==> src/rtl/trng_word_ctrl.sv <==
// Post-processing controller for the TRNG core: warm-up discard, repetition-count
// health test, LSB-first word packing and a small output FIFO with alarm/reseed.
module trng_word_ctrl #(
    parameter int WIDTH     = 32,
    parameter int DEPTH     = 4,
    parameter int WARMUP    = 64,
    parameter int RCT_LIMIT = 32
) (
    input  logic                     clk,
    input  logic                     rst,
    input  logic                     run_en,
    input  logic                     bit_in,
    input  logic                     bit_valid,
    output logic [WIDTH-1:0]         out_data,
    output logic                     out_valid,
    input  logic                     out_ready,
    output logic [$clog2(DEPTH):0]   fill,
    output logic [7:0]               drop_cnt,
    output logic                     alarm,
    input  logic                     alarm_clr,
    output logic                     reseed_req
);

    localparam int PTR_W  = $clog2(DEPTH);
    localparam int FILL_W = PTR_W + 1;
    localparam int BC_W   = $clog2(WIDTH);
    localparam int WC_W   = $clog2(WARMUP + 1) + 1;
    localparam int RC_W   = $clog2(RCT_LIMIT + 1);

    localparam logic [WC_W-1:0]   WARM_LAST = WC_W'((WARMUP > 0) ? WARMUP - 1 : 0);
    localparam logic [BC_W-1:0]   BIT_LAST  = BC_W'(WIDTH - 1);
    localparam logic [RC_W-1:0]   RCT_MAX   = RC_W'(RCT_LIMIT);
    localparam logic [FILL_W-1:0] FULL      = FILL_W'(DEPTH);

    localparam logic [1:0] S_IDLE    = 2'd0;
    localparam logic [1:0] S_WARM    = 2'd1;
    localparam logic [1:0] S_COLLECT = 2'd2;
    localparam logic [1:0] S_ALARM   = 2'd3;

    logic [1:0]        state_q, state_d;
    logic [WC_W-1:0]   warm_cnt_q, warm_cnt_d;
    logic [BC_W-1:0]   bit_cnt_q, bit_cnt_d;
    logic [WIDTH-1:0]  shift_q, shift_d;
    logic [RC_W-1:0]   rct_q, rct_d, rct_next;
    logic              prev_q, prev_d;
    logic [WIDTH-1:0]  mem_q [DEPTH];
    logic [WIDTH-1:0]  mem_d [DEPTH];
    logic [PTR_W-1:0]  wr_ptr_q, wr_ptr_d, rd_ptr_q, rd_ptr_d;
    logic [FILL_W-1:0] fill_q, fill_d;
    logic [7:0]        drop_q, drop_d;
    logic              alarm_q, alarm_d;
    logic              reseed_q, reseed_d;
    logic              word_done, flush, pop, push;

    always_comb begin
        state_d    = state_q;
        warm_cnt_d = warm_cnt_q;
        bit_cnt_d  = bit_cnt_q;
        shift_d    = shift_q;
        rct_d      = rct_q;
        rct_next   = rct_q;
        prev_d     = prev_q;
        alarm_d    = alarm_q;
        reseed_d   = 1'b0;
        word_done  = 1'b0;
        flush      = 1'b0;

        case (state_q)
            S_IDLE: begin
                if (run_en) state_d = (WARMUP == 0) ? S_COLLECT : S_WARM;
            end
            S_WARM: begin
                if (!run_en) begin
                    state_d    = S_IDLE;
                    warm_cnt_d = '0;
                end else if (bit_valid) begin
                    if (warm_cnt_q == WARM_LAST) begin
                        state_d    = S_COLLECT;
                        warm_cnt_d = '0;
                    end else begin
                        warm_cnt_d = warm_cnt_q + WC_W'(1);
                    end
                end
            end
            S_COLLECT: begin
                if (!run_en) begin
                    state_d   = S_IDLE;
                    bit_cnt_d = '0;
                    shift_d   = '0;
                    rct_d     = '0;
                end else if (bit_valid) begin
                    // A zero count marks the first bit since entering COLLECT
                    rct_next = (rct_q == '0 || bit_in != prev_q) ? RC_W'(1) : rct_q + RC_W'(1);
                    prev_d   = bit_in;
                    if (rct_next == RCT_MAX) begin
                        state_d   = S_ALARM;
                        alarm_d   = 1'b1;
                        reseed_d  = 1'b1;
                        flush     = 1'b1;
                        bit_cnt_d = '0;
                        shift_d   = '0;
                        rct_d     = '0;
                    end else begin
                        rct_d   = rct_next;
                        shift_d = {bit_in, shift_q[WIDTH-1:1]};
                        if (bit_cnt_q == BIT_LAST) begin
                            word_done = 1'b1;
                            bit_cnt_d = '0;
                        end else begin
                            bit_cnt_d = bit_cnt_q + BC_W'(1);
                        end
                    end
                end
            end
            S_ALARM: begin
                if (alarm_clr) begin
                    state_d = S_IDLE;
                    alarm_d = 1'b0;
                end
            end
            default: state_d = S_IDLE;
        endcase
    end

    // A full FIFO still accepts a word when the head leaves in the same cycle
    always_comb begin
        mem_d    = mem_q;
        wr_ptr_d = wr_ptr_q;
        rd_ptr_d = rd_ptr_q;
        fill_d   = fill_q;
        drop_d   = drop_q;
        pop      = (fill_q != '0) && out_ready;
        push     = word_done && ((fill_q != FULL) || pop);

        if (flush) begin
            wr_ptr_d = '0;
            rd_ptr_d = '0;
            fill_d   = '0;
        end else begin
            if (pop) rd_ptr_d = rd_ptr_q + PTR_W'(1);
            if (push) begin
                mem_d[wr_ptr_q] = shift_d;
                wr_ptr_d        = wr_ptr_q + PTR_W'(1);
            end
            if (push && !pop)      fill_d = fill_q + FILL_W'(1);
            else if (pop && !push) fill_d = fill_q - FILL_W'(1);
            if (word_done && !push && drop_q != 8'hFF) drop_d = drop_q + 8'd1;
        end
    end

    always_ff @(posedge clk) begin
        if (rst) begin
            state_q    <= S_IDLE;
            warm_cnt_q <= '0;
            bit_cnt_q  <= '0;
            shift_q    <= '0;
            rct_q      <= '0;
            prev_q     <= 1'b0;
            wr_ptr_q   <= '0;
            rd_ptr_q   <= '0;
            fill_q     <= '0;
            drop_q     <= '0;
            alarm_q    <= 1'b0;
            reseed_q   <= 1'b0;
        end else begin
            state_q    <= state_d;
            warm_cnt_q <= warm_cnt_d;
            bit_cnt_q  <= bit_cnt_d;
            shift_q    <= shift_d;
            rct_q      <= rct_d;
            prev_q     <= prev_d;
            wr_ptr_q   <= wr_ptr_d;
            rd_ptr_q   <= rd_ptr_d;
            fill_q     <= fill_d;
            drop_q     <= drop_d;
            alarm_q    <= alarm_d;
            reseed_q   <= reseed_d;
        end
    end

    always_ff @(posedge clk) begin
        mem_q <= mem_d;
    end

    assign out_valid  = (fill_q != '0);
    assign out_data   = out_valid ? mem_q[rd_ptr_q] : '0;
    assign fill       = fill_q;
    assign drop_cnt   = drop_q;
    assign alarm      = alarm_q;
    assign reseed_req = reseed_q;

endmodule

==> config.mk <==
export PLATFORM = sky130hd
export DESIGN_NAME = trng_word_ctrl
export DESIGN_NICKNAME = d
export VERILOG_FILES = /design/src/rtl/trng_word_ctrl.sv
export SDC_FILE = /design/constraint.sdc
export NUM_CORES = 1
export LEC_CHECK = 0
export CORE_MARGIN = 5
export CORE_UTILIZATION = 53
export CTS_CLUSTER_SIZE = 24
export DETAILED_ROUTE_END_ITERATION = 7
export PLACE_DENSITY = 0.75
export RECOVER_POWER = 50
export SETUP_SLACK_MARGIN = 0.15
export SYNTH_ARGS = -nofsm -noshare
export SYNTH_HDL_FRONTEND = slang
export SYNTH_SLANG_ARGS = --single-unit
==> constraint.sdc <==
create_clock -name clk -period 2.9 [get_ports clk]
set_input_delay 0.87 -clock clk [delete_from_list [all_inputs] [get_ports clk]]
set_output_delay 0.87 -clock clk [all_outputs]
set_load 0.1 [all_outputs]
Word-level counts from Yosys, hierarchy flattened
Cells that the tools add are included.
{"block": "word_totals", "ff_bits": 199, "input_bits": 7, "elab_cells": 120}
{"block": "classes", "n_addsub": 8, "magnitude_cmp": 3, "eq_ne": 19, "mux": 47, "n_bitwise": 3, "reduce_logical": 24}
{"operator": "two-way mux 32 bit", "n": 8}
{"operator": "bitwise mux 128 bit", "n": 1}
{"operator": "binary-select mux 32 bit (select 2 bit)", "n": 1}
{"operator": "demux 32 bit (select 2 bit)", "n": 1}
{"operator": "two-way mux 6 bit", "n": 4}
{"operator": "two-way mux 8 bit", "n": 3}
{"operator": "two-way mux 5 bit", "n": 4}
{"operator": "adder 8 x 1 -> 8 bit, second input constant", "n": 2}
{"operator": "two-way mux 2 bit", "n": 8}
{"operator": "!= test 3 bit, second input constant", "n": 5}
{"operator": "two-way mux 1 bit", "n": 13}
{"operator": "!= test 2 bit, second input constant", "n": 5}
{"operator": "== test 8 x 6 -> 1 bit, second input constant", "n": 1}
{"operator": "!= test 8 bit, second input constant", "n": 1}
{"operator": "one-hot mux 2 bit (4 select lines)", "n": 1}
{"operator": "AND reduction 2 bit", "n": 4}
{"operator": "logical AND 1 bit", "n": 7}
{"operator": "adder 6 x 1 -> 6 bit, second input constant", "n": 1}
{"operator": "== test 6 bit, second input constant", "n": 1}
{"operator": ">= comparator 3 bit, second input constant", "n": 2}
{"operator": "logical NOT 6 bit", "n": 1}
{"operator": "two-way mux 3 bit", "n": 2}
{"operator": "NOT 2 -> 3 bit", "n": 2}
{"operator": "AND reduction 6 bit", "n": 1}
{"operator": "other kinds (20)", "n": 25}

Depth between registers and ports, before layout
{"block": "logic_depth", "word_depth": 13, "ltp_mapped": 14}

Worst setup path before layout
Ideal clock, no wire load.
{"block": "synth_path", "path_type": "register -> output", "start": "register fill_q[0] (netlist: fill[0])", "end": "output port out_data[22]", "t_arrival_ns": 3.286, "slack_ns": -1.256, "path_stages_with_launch": 5, "path_cell_list": "dfxtp_1 -> or3_1 -> clkbuf_1 -> clkbuf_1 -> and2_1"}
{"block": "synth_via", "elab_chain_cells": 2}
{"element": "start, declared", "line_no": "49", "source": "logic [FILL_W-1:0] fill_q, fill_d;"}
{"element": "start signal, assigned", "line_no": "174", "source": "fill_q <= fill_d;"}
{"element": "nonzero test 3 bit", "line_no": "185", "source": "assign out_valid = (fill_q != '0);"}
{"element": "named net out_valid", "line_no": "15", "source": "output logic out_valid,"}
{"element": "two-way mux 32 bit", "line_no": "186", "source": "assign out_data = out_valid ? mem_q[rd_ptr_q] : '0;"}
{"element": "end, declared", "line_no": "14", "source": "output logic [WIDTH-1:0] out_data,"}
The timed path passes the listed nets, and every way through them passes these cells.

Final worst setup path
{"block": "layout_path", "start": "register rd_ptr_q[0]", "end": "output port out_data[22]"}
{"block": "layout_via", "elab_chain_cells": 5}
{"element": "start, declared", "line_no": "48", "source": "logic [PTR_W-1:0] wr_ptr_q, wr_ptr_d, rd_ptr_q, rd_ptr_d;"}
{"element": "start signal, assigned", "line_no": "173", "source": "rd_ptr_q <= rd_ptr_d;"}
{"element": "NOT 2 -> 3 bit (not written as such)", "line_no": "186"}
{"element": "binary-select mux 32 bit (select 2 bit)", "line_no": "186"}
{"element": "two-way mux 32 bit (not written as such) (2 in a row)", "line_no": "186"}
{"element": "two-way mux 32 bit", "line_no": "186"}
Every way passes these cells. The select of a mux whose other input is x is not followed.

==> results.sh <==
export IMPL_async_reset_ff_share_pct=0
export IMPL_hold_viol_final=0
export IMPL_synth_distinct_cells=55
export IMPL_hold_buffers=0
export IMPL_synth_most_common_cell="edfxtp_1"
export IMPL_die_height_um=134.8
export IMPL_worst_setup_path_type="reg -> out"
export IMPL_timing_rr_end="fill[2]"
export IMPL_cp_required_ns=2.03
export IMPL_routedWlPerCell_um=18.46
export IMPL_power_density_nw_per_um2=506.9
export IMPL_synthAdderAreaFrac_pct=1.909
export IMPL_fin_crit_ns=2.831
export IMPL_grt_max_degree=42
export IMPL_fin_nets=673
export IMPL_synth_compound_gate_area_share_pct=11.46
export IMPL_max_freq_mhz=353.2
export IMPL_period_share_pct=97.63
export IMPL_tightest_slew_ns=1.175
export IMPL_ff_latch_area_um2=5278
export IMPL_cts_buffers=17
export IMPL_grt_pass1_vias=5076
export IMPL_end_kind="output port"
export IMPL_num_fill_cells=1030
export IMPL_drt_iter0_markers=300
export IMPL_p_switching_mw=1.037
export IMPL_power_leakage_nw=3.335
export IMPL_synth_nets=591
export IMPL_syn_area_um2=8257
export IMPL_grt_overflow=0
export IMPL_cts_tree="built"
export IMPL_drc_errors=0
export IMPL_synth_enable_flop_cells=128
export IMPL_drt_total_wl_um=16210
export IMPL_outcome="complete, no violations"
export IMPL_die_w_um=134.8
export IMPL_synth_area_leader_cell="edfxtp_1"
export IMPL_clkPwrFrac_pct=41.9
export IMPL_grt_use_met1_pct=22.22
export IMPL_htree_num_levels=4
export IMPL_intPower_mw=4.182
export IMPL_grt_setup_unrepaired="true"
export IMPL_antenna_cells=0
export IMPL_dp_slack_ns=-0.3537
export IMPL_netlist_instances=572
export IMPL_grt_first_pass_wirelength_um=25340
export IMPL_holdWs_ns=0.4910
export IMPL_yosys_top_cells_count="edfxtp_1 (128), dfxtp_1 (71), a22o_1 (66)"
export IMPL_track_usage_pct=17.94
export IMPL_synth_ff_type="edfxtp_1"
export IMPL_synth_top_family_by_area="compound AO/OA/AOI/OAI gates"
export IMPL_ant_nets=0
export IMPL_first_pass_iters=4
export IMPL_place_hpwl_um=10120
export IMPL_whs_path_depth=1
export IMPL_min_to="bit_cnt_q[4]"
export IMPL_vias_per_cell=5.739
export IMPL_start_util_pct=54.11
export IMPL_grt_busiest_layer="met2"
export IMPL_synth_xor_area_share_pct=1.379
export IMPL_fp_dieArea_um2=18180
export IMPL_worstHoldPathType="reg -> reg"
export IMPL_use_met2_pct=31.71
export IMPL_critPathArrivalTime_ns=1.96
export IMPL_syn2layout_area_growth_pct=24.69
export IMPL_antenna_found_initial=0
export IMPL_synth_top_area_share_pct=46.55
export IMPL_worstSetupStartpointType="flop"
export IMPL_timing_rr_start="rct_q[0]"
export IMPL_ys_seq_elements=199
export IMPL_p_seq_share_pct=57.1
export IMPL_setup_ws_ns=0.06882
export IMPL_switching_share_pct=19.87
export IMPL_slew_headroom_pct=22.01
export IMPL_setup_viol=0
export IMPL_clock_skew_ns=0.01179
export IMPL_multiInputGateArea_um2=2913
export IMPL_synth_area_leaders="edfxtp_1 (47%), dfxtp_1 (17%), mux4_2 (8.7%), a22o_1 (7.0%), and2_1 (3.0%)"
export IMPL_vias=5039
export IMPL_hp_start="bit_cnt_q[4]"
export IMPL_slew_viol_final=0
export IMPL_cap_viol_max_count=0
export IMPL_fp_row_count=45
export IMPL_gp_congestion=0.7920
export IMPL_cts_buffer_depth=2
export IMPL_pin_count=53
export IMPL_grt_use_met3_pct=3.316
export IMPL_crit_start="rd_ptr_q[0]"
export IMPL_synth_mux_area_fraction_pct=9.107
export IMPL_peakVddDrop_uv=385.4
export IMPL_drive_above_1_share_pct=30.28
export IMPL_fp_coreArea_um2=15260
export IMPL_synth_warning_count=0
export IMPL_fin_setup_tns_ns=0
export IMPL_pwr_share_comb_pct=1.0
export IMPL_yosysSeqAreaShare_pct=63.77
export IMPL_io_buffers=52
export IMPL_postSynthAreaPerCell_um2=14.43
export IMPL_critPathMaxFanout=6
export IMPL_numClockSinks=199
export IMPL_r2r_setup_slack_ns=0.12
export IMPL_synthSimpleGateAreaFrac_pct=10.02
export IMPL_reg2regPathDepth=14
export IMPL_cts_root_buffer="clkbuf_16"
export IMPL_path_clk_slew_ns=0.07
export IMPL_clk_latency_ns=0.43
final cells by class:
class / count / area share, %
repair buffers: 95 / 12.17
inverters: 9 / 0.3281
clock buffers: 17 / 4.132
flip-flops and latches: 199 / 51.26
well taps: 211 / 2.564
clock inverters: 15 / 1.252
multi-input cells: 332 / 28.29
cells by family (layout without fill, tap and decap cells):
family	Yosys count	count (layout)
AO/OA/AOI/OAI	124	124
adder cells (fa/ha/maj)	12	12
flip-flops	199	199
buffers and inverters	41	136
multiplexers	35	35
AND/OR/NAND/NOR	148	148
XOR/XNOR	13	13
registers in the layout (all words and copies together) (netlist names), 3 cells and up:
name / count
rct_q: 6
bit_cnt_q: 5
fill: 3
drop_cnt: 8
shift_q: 32
mem_q: 128
warm_cnt_q: 8
layer usage:
layer	wire (µm)	part of all wire (%)
met4	148	0.91
met2	8664	53
met3	942	5.8
met1	6452	40
met5	0	0
worst max-delay path, cell delays in order (launching register included):
cell	delay, ns
dfxtp_4	0.46
clkbuf_16	0.20
mux4_2	0.53
and2_4	0.19
buf_12	0.16
worst max path at each step:
stage                         to  slack [ns]
floorplan                fill[1]        0.13
global placement         fill[2]       -0.26
detailed placement       fill[2]       -0.35
CTS                  out_data[5]        0.05
global route             fill[2]      -0.003
finish              out_data[22]        0.07
stage by stage:
step / instances / power, mW / util (%) / area, µm²
after CTS: 872 / 5.259 / 67.27 / 10260
final: 878 / 5.218 / 67.47 / 10290
after global placement: 835 / 3.098 / 63.24 / 9649
after global routing: 878 / 5.389 / 67.47 / 10290
after detailed placement: 835 / 3.100 / 63.24 / 9649
after floorplan: 572 / 3.069 / - / 8325
layout by cell type (no fill, tap or decap), types with 4 or more instances in the layout:
cell type,Yosys,final
xor2_1,8,8
and2_4,0,32
clkbuf_16,0,19
dfxtp_2,0,4
a22o_1,66,66
or3_1,6,5
mux4_2,32,32
a21oi_1,21,21
ha_1,11,9
nor3_1,4,5
nor2_1,28,26
edfxtp_1,128,128
xnor2_1,5,4
buf_4,0,26
clkbuf_2,0,7
clkbuf_1,21,9
o21ai_0,13,13
inv_1,9,6
nand3_1,13,13
nand2b_1,5,5
nand2_1,22,22
a21o_1,5,5
nor2b_1,5,5
dfxtp_1,71,65
buf_12,0,43
and3_1,4,4
and2_2,0,4
and2_1,40,4
power by group through the flow:
| stage | sequential [mW] | combinational (mW) | clock (mW) |
|---|---|---|---|
| after floorplan | 3.04 | 0.0265 | 0 |
| final | 2.98 | 0.0535 | 2.19 |
| after detailed placement | 3.04 | 0.0570 | 0 |
| after CTS | 2.98 | 0.0575 | 2.22 |
| after global placement | 3.04 | 0.0554 | 0 |
| after global routing | 2.98 | 0.0589 | 2.35 |
timing repair:
action / in CTS / in global routing
gates resized for setup: 8 / 29
cloned: 0 / 2
setup endpoints to repair: 36 / 38
buffers inserted: 5 / 4
pin swaps: 5 / 10
Note: power is estimated with default switching activity, not from simulation.
